File: config.mk
export PLATFORM = sky130hd
export DESIGN_NAME = uart_tx_fifo
export DESIGN_NICKNAME = d
export VERILOG_FILES = /design/src/rtl/uart_tx_fifo.sv
export SDC_FILE = /design/constraint.sdc
export NUM_CORES = 1
export LEC_CHECK = 0
export ABC_CLOCK_PERIOD_IN_PS = 9030
export CELL_PAD_IN_SITES_DETAIL_PLACEMENT = 1
export CELL_PAD_IN_SITES_GLOBAL_PLACEMENT = 2
export CORE_AREA = 2 2 78 80
export CTS_BUF_LIST = sky130_fd_sc_hd__clkbuf_4 sky130_fd_sc_hd__clkbuf_8
export DETAILED_ROUTE_END_ITERATION = 10
export DIE_AREA = 0 0 80 82
export PLACE_DENSITY_LB_ADDON = 0.1
export SLEW_MARGIN = 20
export SYNTH_ARGS = -nofsm -noshare
export SYNTH_HDL_FRONTEND = slang
export SYNTH_SLANG_ARGS = --single-unit
export TNS_END_PERCENT = 10
File: constraint.sdc
create_clock -name in_clk -period 9.03 [get_ports in_clk]
set_clock_uncertainty 0.2 [all_clocks]
set_input_delay 1.806 -clock in_clk [delete_from_list [all_inputs] [get_ports in_clk]]
set_output_delay 1.806 -clock in_clk [all_outputs]
set_load 0.005 [all_outputs]
File: src/rtl/uart_tx_fifo.sv
// uart_tx_fifo: FIFO-buffered UART transmitter, LSB-first, parametrised width,
// baud divisor and stop-bit count. Define UART_TX_PARITY_EN to add a parity bit
// (and the in_parity_odd port) between the data bits and the stop bits.
module uart_tx_fifo #(
  parameter int unsigned DATA_W     = 6,
  parameter int unsigned CLK_DIV    = 16,
  parameter int unsigned STOP_BITS  = 1,
  parameter int unsigned FIFO_DEPTH = 4
) (
  input  logic                          in_clk,
  input  logic                          in_rst,
  input  logic                          in_start,
`ifdef UART_TX_PARITY_EN
  input  logic                          in_parity_odd,
`endif
  input  logic [DATA_W-1:0]             in_data,
  output logic                          out_tx,
  output logic                          out_busy,
  output logic                          out_done,
  output logic                          out_full,
  output logic [$clog2(FIFO_DEPTH):0]   out_level,
  output logic                          out_ovf
);

  localparam int unsigned PTR_W    = $clog2(FIFO_DEPTH);
  localparam int unsigned LVL_W    = PTR_W + 1;
  localparam int unsigned BIT_W    = $clog2(DATA_W);
  localparam int unsigned STOP_LEN = STOP_BITS * CLK_DIV;
  // Counter is sized for the longest state (STOP spans all stop bits).
  localparam int unsigned CNT_W    = $clog2(STOP_LEN);

  localparam logic [2:0] IDLE   = 3'd0;
  localparam logic [2:0] START  = 3'd1;
  localparam logic [2:0] DATA   = 3'd2;
  localparam logic [2:0] STOP   = 3'd3;
`ifdef UART_TX_PARITY_EN
  localparam logic [2:0] PARITY = 3'd4;
`endif

  logic [DATA_W-1:0] mem [FIFO_DEPTH];
  logic [PTR_W-1:0]  wr_ptr;
  logic [PTR_W-1:0]  rd_ptr;
  logic [LVL_W-1:0]  level_q;
  logic [LVL_W-1:0]  level_d;
  logic              full_c;
  logic              empty_c;
  logic              push_c;
  logic              pop_c;

  logic [2:0]        state_q;
  logic [2:0]        state_d;
  logic [CNT_W-1:0]  cnt_q;
  logic [CNT_W-1:0]  cnt_d;
  logic [BIT_W-1:0]  bit_q;
  logic [BIT_W-1:0]  bit_d;
  logic [DATA_W-1:0] shift_q;
  logic [DATA_W-1:0] shift_d;
  logic              tx_d;
  logic              done_d;
`ifdef UART_TX_PARITY_EN
  logic              par_q;
  logic              par_d;
`endif

  assign out_level = level_q;

  // FIFO occupancy; fullness is judged on the pre-edge level, so a push while full drops even if a pop happens
  always_comb begin
    full_c  = (level_q == LVL_W'(FIFO_DEPTH));
    empty_c = (level_q == '0);
    push_c  = in_start & ~full_c;
    level_d = level_q + LVL_W'(push_c) - LVL_W'(pop_c);
  end

  // FIFO pointers, level and status flags
  always_ff @(posedge in_clk or negedge in_rst) begin
    if (!in_rst) begin
      wr_ptr   <= '0;
      rd_ptr   <= '0;
      level_q  <= '0;
      out_full <= 1'b0;
      out_ovf  <= 1'b0;
    end else begin
      if (push_c) wr_ptr <= wr_ptr + PTR_W'(1);
      if (pop_c)  rd_ptr <= rd_ptr + PTR_W'(1);
      level_q  <= level_d;
      out_full <= (level_d == LVL_W'(FIFO_DEPTH));
      out_ovf  <= in_start & full_c;
    end
  end

  // FIFO storage; contents need no reset since the level gates every read
  always_ff @(posedge in_clk) begin
    if (push_c) mem[wr_ptr] <= in_data;
  end

  // Next-state logic; line level and done are computed from the next state so they register in step with it
  always_comb begin
    state_d = state_q;
    cnt_d   = cnt_q;
    bit_d   = bit_q;
    shift_d = shift_q;
    pop_c   = 1'b0;
`ifdef UART_TX_PARITY_EN
    par_d   = par_q;
`endif
    case (state_q)
      IDLE: begin
        if (!empty_c) begin
          pop_c   = 1'b1;
          state_d = START;
          cnt_d   = '0;
        end
      end
      START: begin
        if (cnt_q == CNT_W'(CLK_DIV - 1)) begin
          state_d = DATA;
          cnt_d   = '0;
          bit_d   = '0;
        end else begin
          cnt_d = cnt_q + CNT_W'(1);
        end
      end
      DATA: begin
        if (cnt_q == CNT_W'(CLK_DIV - 1)) begin
          cnt_d = '0;
          if (bit_q == BIT_W'(DATA_W - 1)) begin
`ifdef UART_TX_PARITY_EN
            state_d = PARITY;
`else
            state_d = STOP;
`endif
          end else begin
            bit_d   = bit_q + BIT_W'(1);
            shift_d = shift_q >> 1;
          end
        end else begin
          cnt_d = cnt_q + CNT_W'(1);
        end
      end
`ifdef UART_TX_PARITY_EN
      PARITY: begin
        if (cnt_q == CNT_W'(CLK_DIV - 1)) begin
          state_d = STOP;
          cnt_d   = '0;
        end else begin
          cnt_d = cnt_q + CNT_W'(1);
        end
      end
`endif
      STOP: begin
        if (cnt_q == CNT_W'(STOP_LEN - 1)) begin
          cnt_d = '0;
          if (!empty_c) begin
            pop_c   = 1'b1;
            state_d = START;
          end else begin
            state_d = IDLE;
          end
        end else begin
          cnt_d = cnt_q + CNT_W'(1);
        end
      end
      default: begin
        state_d = IDLE;
        cnt_d   = '0;
      end
    endcase

    if (pop_c) begin
      shift_d = mem[rd_ptr];
`ifdef UART_TX_PARITY_EN
      par_d   = (^mem[rd_ptr]) ^ in_parity_odd;
`endif
    end

    case (state_d)
      START:   tx_d = 1'b0;
      DATA:    tx_d = shift_d[0];
`ifdef UART_TX_PARITY_EN
      PARITY:  tx_d = par_d;
`endif
      default: tx_d = 1'b1;
    endcase
    done_d = (state_d == STOP) && (cnt_d == CNT_W'(STOP_LEN - 1));
  end

  // State register and registered line/status outputs; reset drives the line high immediately
  always_ff @(posedge in_clk or negedge in_rst) begin
    if (!in_rst) begin
      state_q  <= IDLE;
      cnt_q    <= '0;
      bit_q    <= '0;
      shift_q  <= '0;
`ifdef UART_TX_PARITY_EN
      par_q    <= 1'b0;
`endif
      out_tx   <= 1'b1;
      out_done <= 1'b0;
      out_busy <= 1'b0;
    end else begin
      state_q  <= state_d;
      cnt_q    <= cnt_d;
      bit_q    <= bit_d;
      shift_q  <= shift_d;
`ifdef UART_TX_PARITY_EN
      par_q    <= par_d;
`endif
      out_tx   <= tx_d;
      out_done <= done_d;
      out_busy <= (state_d != IDLE) || (level_d != '0);
    end
  end

endmodule

==> PnR_summary.wiki <==
{| class="wikitable"
! Metric !! Value
|-
| Part of the power in registers || between 40% and 50%
|-
| Synthesized netlist cell count || 184
|-
| Detail-routed via count per cell || 5.46
|-
| Root buf cell || clkbuf_8
|-
| Count of warnings emitted by yosys || 0
|-
| Upper clock frequency limit || ~0.22 GHz
|-
| Fin crit share || just under 50%
|-
| HPWL reported at the end of detailed placement || roughly 3.4 mm
|-
| Die width || ~80 um
|-
| Pint || 0.520 mW
|-
| Sw Pwr || 0.234 mW
|-
| Clock insertion delay at the later pin of the skew report || 0.30 ns
|-
| Final standard cell utilization of the core || 48.9%
|-
| First-pass iteration count of the detailed router || 4
|-
| Final Hold Fails || 0
|-
| Most common cell after layout, fill and taps aside || dfrtp_1
|-
| Final weighted congestion in routability-driven placement || a little over 0.7
|-
| Vert. Die Dim || about 80 um
|-
| Slew margin rel. || between 50 and 60%
|-
| Time the worst path needs with I/O delays and setup || ~4.5 ns
|-
| Max-cap violation count || 0
|-
| Clock-pin slew on the worst setup and hold paths || 0.10 ns
|-
| Quantity of gates resized following cts || 0
|-
| Growth of design area from synthesis to finish || 12.1%
|-
| Run status || finished clean
|-
| Leakage power summed over all cells || between 1 and 1.5 nW
|-
| Transition at the pin with the smallest max-transition slack || around 0.63 ns
|-
| H-tree depth reported by CTS || 2
|-
| Logic gate share of total power || between 30% and 40%
|-
| Required time worst endpoint || ~9 ns
|-
| Max Root-Sink Buffers || 2
|-
| Commonest cells after routing, fill and taps aside || 27 x dfrtp_1, 24 x edfxtp_1, 16 x clkdlybuf4s50_1, 9 x inv_1, 8 x ha_1
|-
| Class of the tightest hold or removal check || flip-flop to flip-flop
|-
| Share of total power consumed by net switching || 31.1%
|-
| Number of buffers added on ports || 16
|-
| Final setup TNS || 0 ns
|-
| Least setup slack across all paths after layout || 4.56 ns
|-
| Standard-cell rows || 28
|-
| Count of final setup violators || 0
|-
| Overflow after GRT || 0
|-
| Global-route wire length before repair || roughly 7.7 mm
|-
| GRT Util Overall || between 10% and 20%
|-
| Register bit total from synthesis || 52
|-
| Flip-flop cell with the highest count after synthesis || dfrtp_1
|-
| Worst Setup End Kind || flip-flop
|-
| Sum of routed wire length over all layers || 4.55 mm
|-
| Drt drc || 0
|-
| Count of cell types in the netlist || 57
|-
| Starting density of the core || 43.6%
|-
| Critical path data arrival time || 4.46 ns
|-
| Clock group share of total power || a little over a fifth
|-
| Pre-CTS setup slack || 4.20 ns
|-
| Maximum number of pins on one net before global-route repair || 29
|-
| Async S/R FF share, synth || between 50 and 60%
|-
| Final Max Slew Viols || 0
|-
| Nature of the critical path startpoint || input port
|-
| Maximum VDD drop || between 0.1 and 0.15 mV
|-
| Power after layout || 0.754 mW
|-
| Hold_buf cts || 0
|-
| # clock sinks || 52
|-
| Count of buffers added by post-CTS timing repair for setup || 0
|-
| Number of flops mapped to enable cells by yosys || 24
|-
| Detail-routed net length per standard cell || 16.6 um
|-
| Post-Synthesis Mean Instance Area || about 14 um2
|-
| # nets final || ~220
|-
| Detailed router's first-iteration violation count || 56
|-
| Clock tree from TritonCTS || yes
|-
| Antenna diode count || 0
|-
| Critical path class || input port to flip-flop
|-
| RSZ-0062 raised after global routing || false
|-
| Via count || roughly 1,500
|-
| Netlist area before placement || 0.00251 mm2
|-
| Inserted Clock Buffers || 5
|-
| Antenna violations before repair || 0
|-
| Die area || 0.00656 mm2
|-
| Worst-path fanout max || 9
|-
| Post-route antenna net violation count || 0
|-
| Number of global-route vias before repair || ~1,600
|-
| Area of the placeable core || 0.00575 mm2
|-
| Sequential share of the synthesized area || about 57%
|-
| Ratio of total power to cell area || 269 mW/mm2
|-
| Proportion of layout cells with a drive suffix above 1 || ~14%
|-
| Post-synthesis net count || slightly above 200
|-
| Number of I/O pins || 17
|}
metal layers:
layer	part of all wire [%]	up-vias	global-route usage (%)
met5	0	-	0
met4	1.1	0	4.58
met3	2.2	5	3.30
met2	54	18	28.2
met1	43	767	18.8
li1	-	712	-
sequential cells by signal, indices dropped and copies added, names as in the netlist, 2 cells and up:
| register | cells |
|---|---|
| bit_q | 3 |
| cnt_q | 4 |
| mem | 24 |
| out_level | 3 |
| rd_ptr | 2 |
| shift_q | 6 |
| state_q | 3 |
| wr_ptr | 2 |
logic make-up after synthesis:
family	count (synthesis)	share of synthesized area, %
other	1	0.150
AND/OR/NAND/NOR	48	11.3
multiplexers	9	6.99
flip-flops	52	56.8
AO/OA/AOI/OAI	38	12.4
XOR/XNOR	8	3.10
buffers and inverters	19	4.44
adder cells (fa/ha/maj)	9	4.79
worst max-delay path: stages:
cell and delay, ns:
clkdlybuf4s50_1 0.46, a21boi_1 0.51, xnor2_1 0.13, ha_1 0.22
fa_1 0.41, xnor2_2 0.15, xnor2_1 0.15, or3_1 0.32
or3_1 0.30
final cells by class:
cell class              count  area [um2]
flip-flops and latches     52        1420
fillers                   588        2940
repair buffers             17         168
clock buffers               5        68.8
inverters                  10        37.5
multi-input cells         113         972
clock inverters             3        46.3
well taps                  75        93.8
cell usage after synthesis, drive strengths merged (3+ instances only):
master	n	area, um2
a22o	3	26.3
a31oi	3	18.8
a32oi	4	35.0
and2	6	37.5
and3	3	18.8
buf	9	73.8
dfrtp	27	676
edfxtp	24	721
ha	8	100
inv	10	37.5
mux4	6	135
nand2	8	37.5
nand3	4	25.0
nand4	3	25.0
nor2	7	26.3
o21ai	7	35.0
o21bai	3	45.1
or3	4	25.0
xnor2	8	77.6
power groups by stage:
| stage | sequential, mW | combinational (mW) | clock, mW |
|---|---|---|---|
| global placement | 0.365 | 0.220 | 0 |
| CTS | 0.365 | 0.233 | 0.169 |
| global route | 0.373 | 0.256 | 0.178 |
| finish | 0.363 | 0.229 | 0.162 |
| detailed placement | 0.370 | 0.231 | 0 |
| floorplan | 0.338 | 0.193 | 0 |
through the flow:
step	hold slack [ns]	cells	cell area, um2
after detailed placement	0.287	267	2690
after global placement	0.283	267	2690
final	0.316	275	2810
after global routing	0.354	275	2810
after CTS	0.315	275	2810
after floorplan	0.259	184	2510
final timing paths:
| kind | from | to | slack [ns] | cells after the start |
|---|---|---|---|---|
| max | in_start | out_busy$_DFF_PN0_ | 4.56 | 9 |
| min | shift_q[5]$_DFFE_PN0P_ | shift_q[4]$_DFFE_PN0P_ | 0.32 | 2 |
| max reg2reg | cnt_q[0]$_DFF_PN0_ | out_busy$_DFF_PN0_ | 5.56 | 11 |
| min reg2reg | shift_q[5]$_DFFE_PN0P_ | shift_q[4]$_DFFE_PN0P_ | 0.32 | 2 |
| max in group asynchronous | in_rst | out_tx$_DFF_PN1_ | 6.65 | 2 |
| min in group asynchronous | in_rst | cnt_q[0]$_DFF_PN0_ | 1.67 | 2 |
No activity file was read; power rests on OpenSTA's default activity.
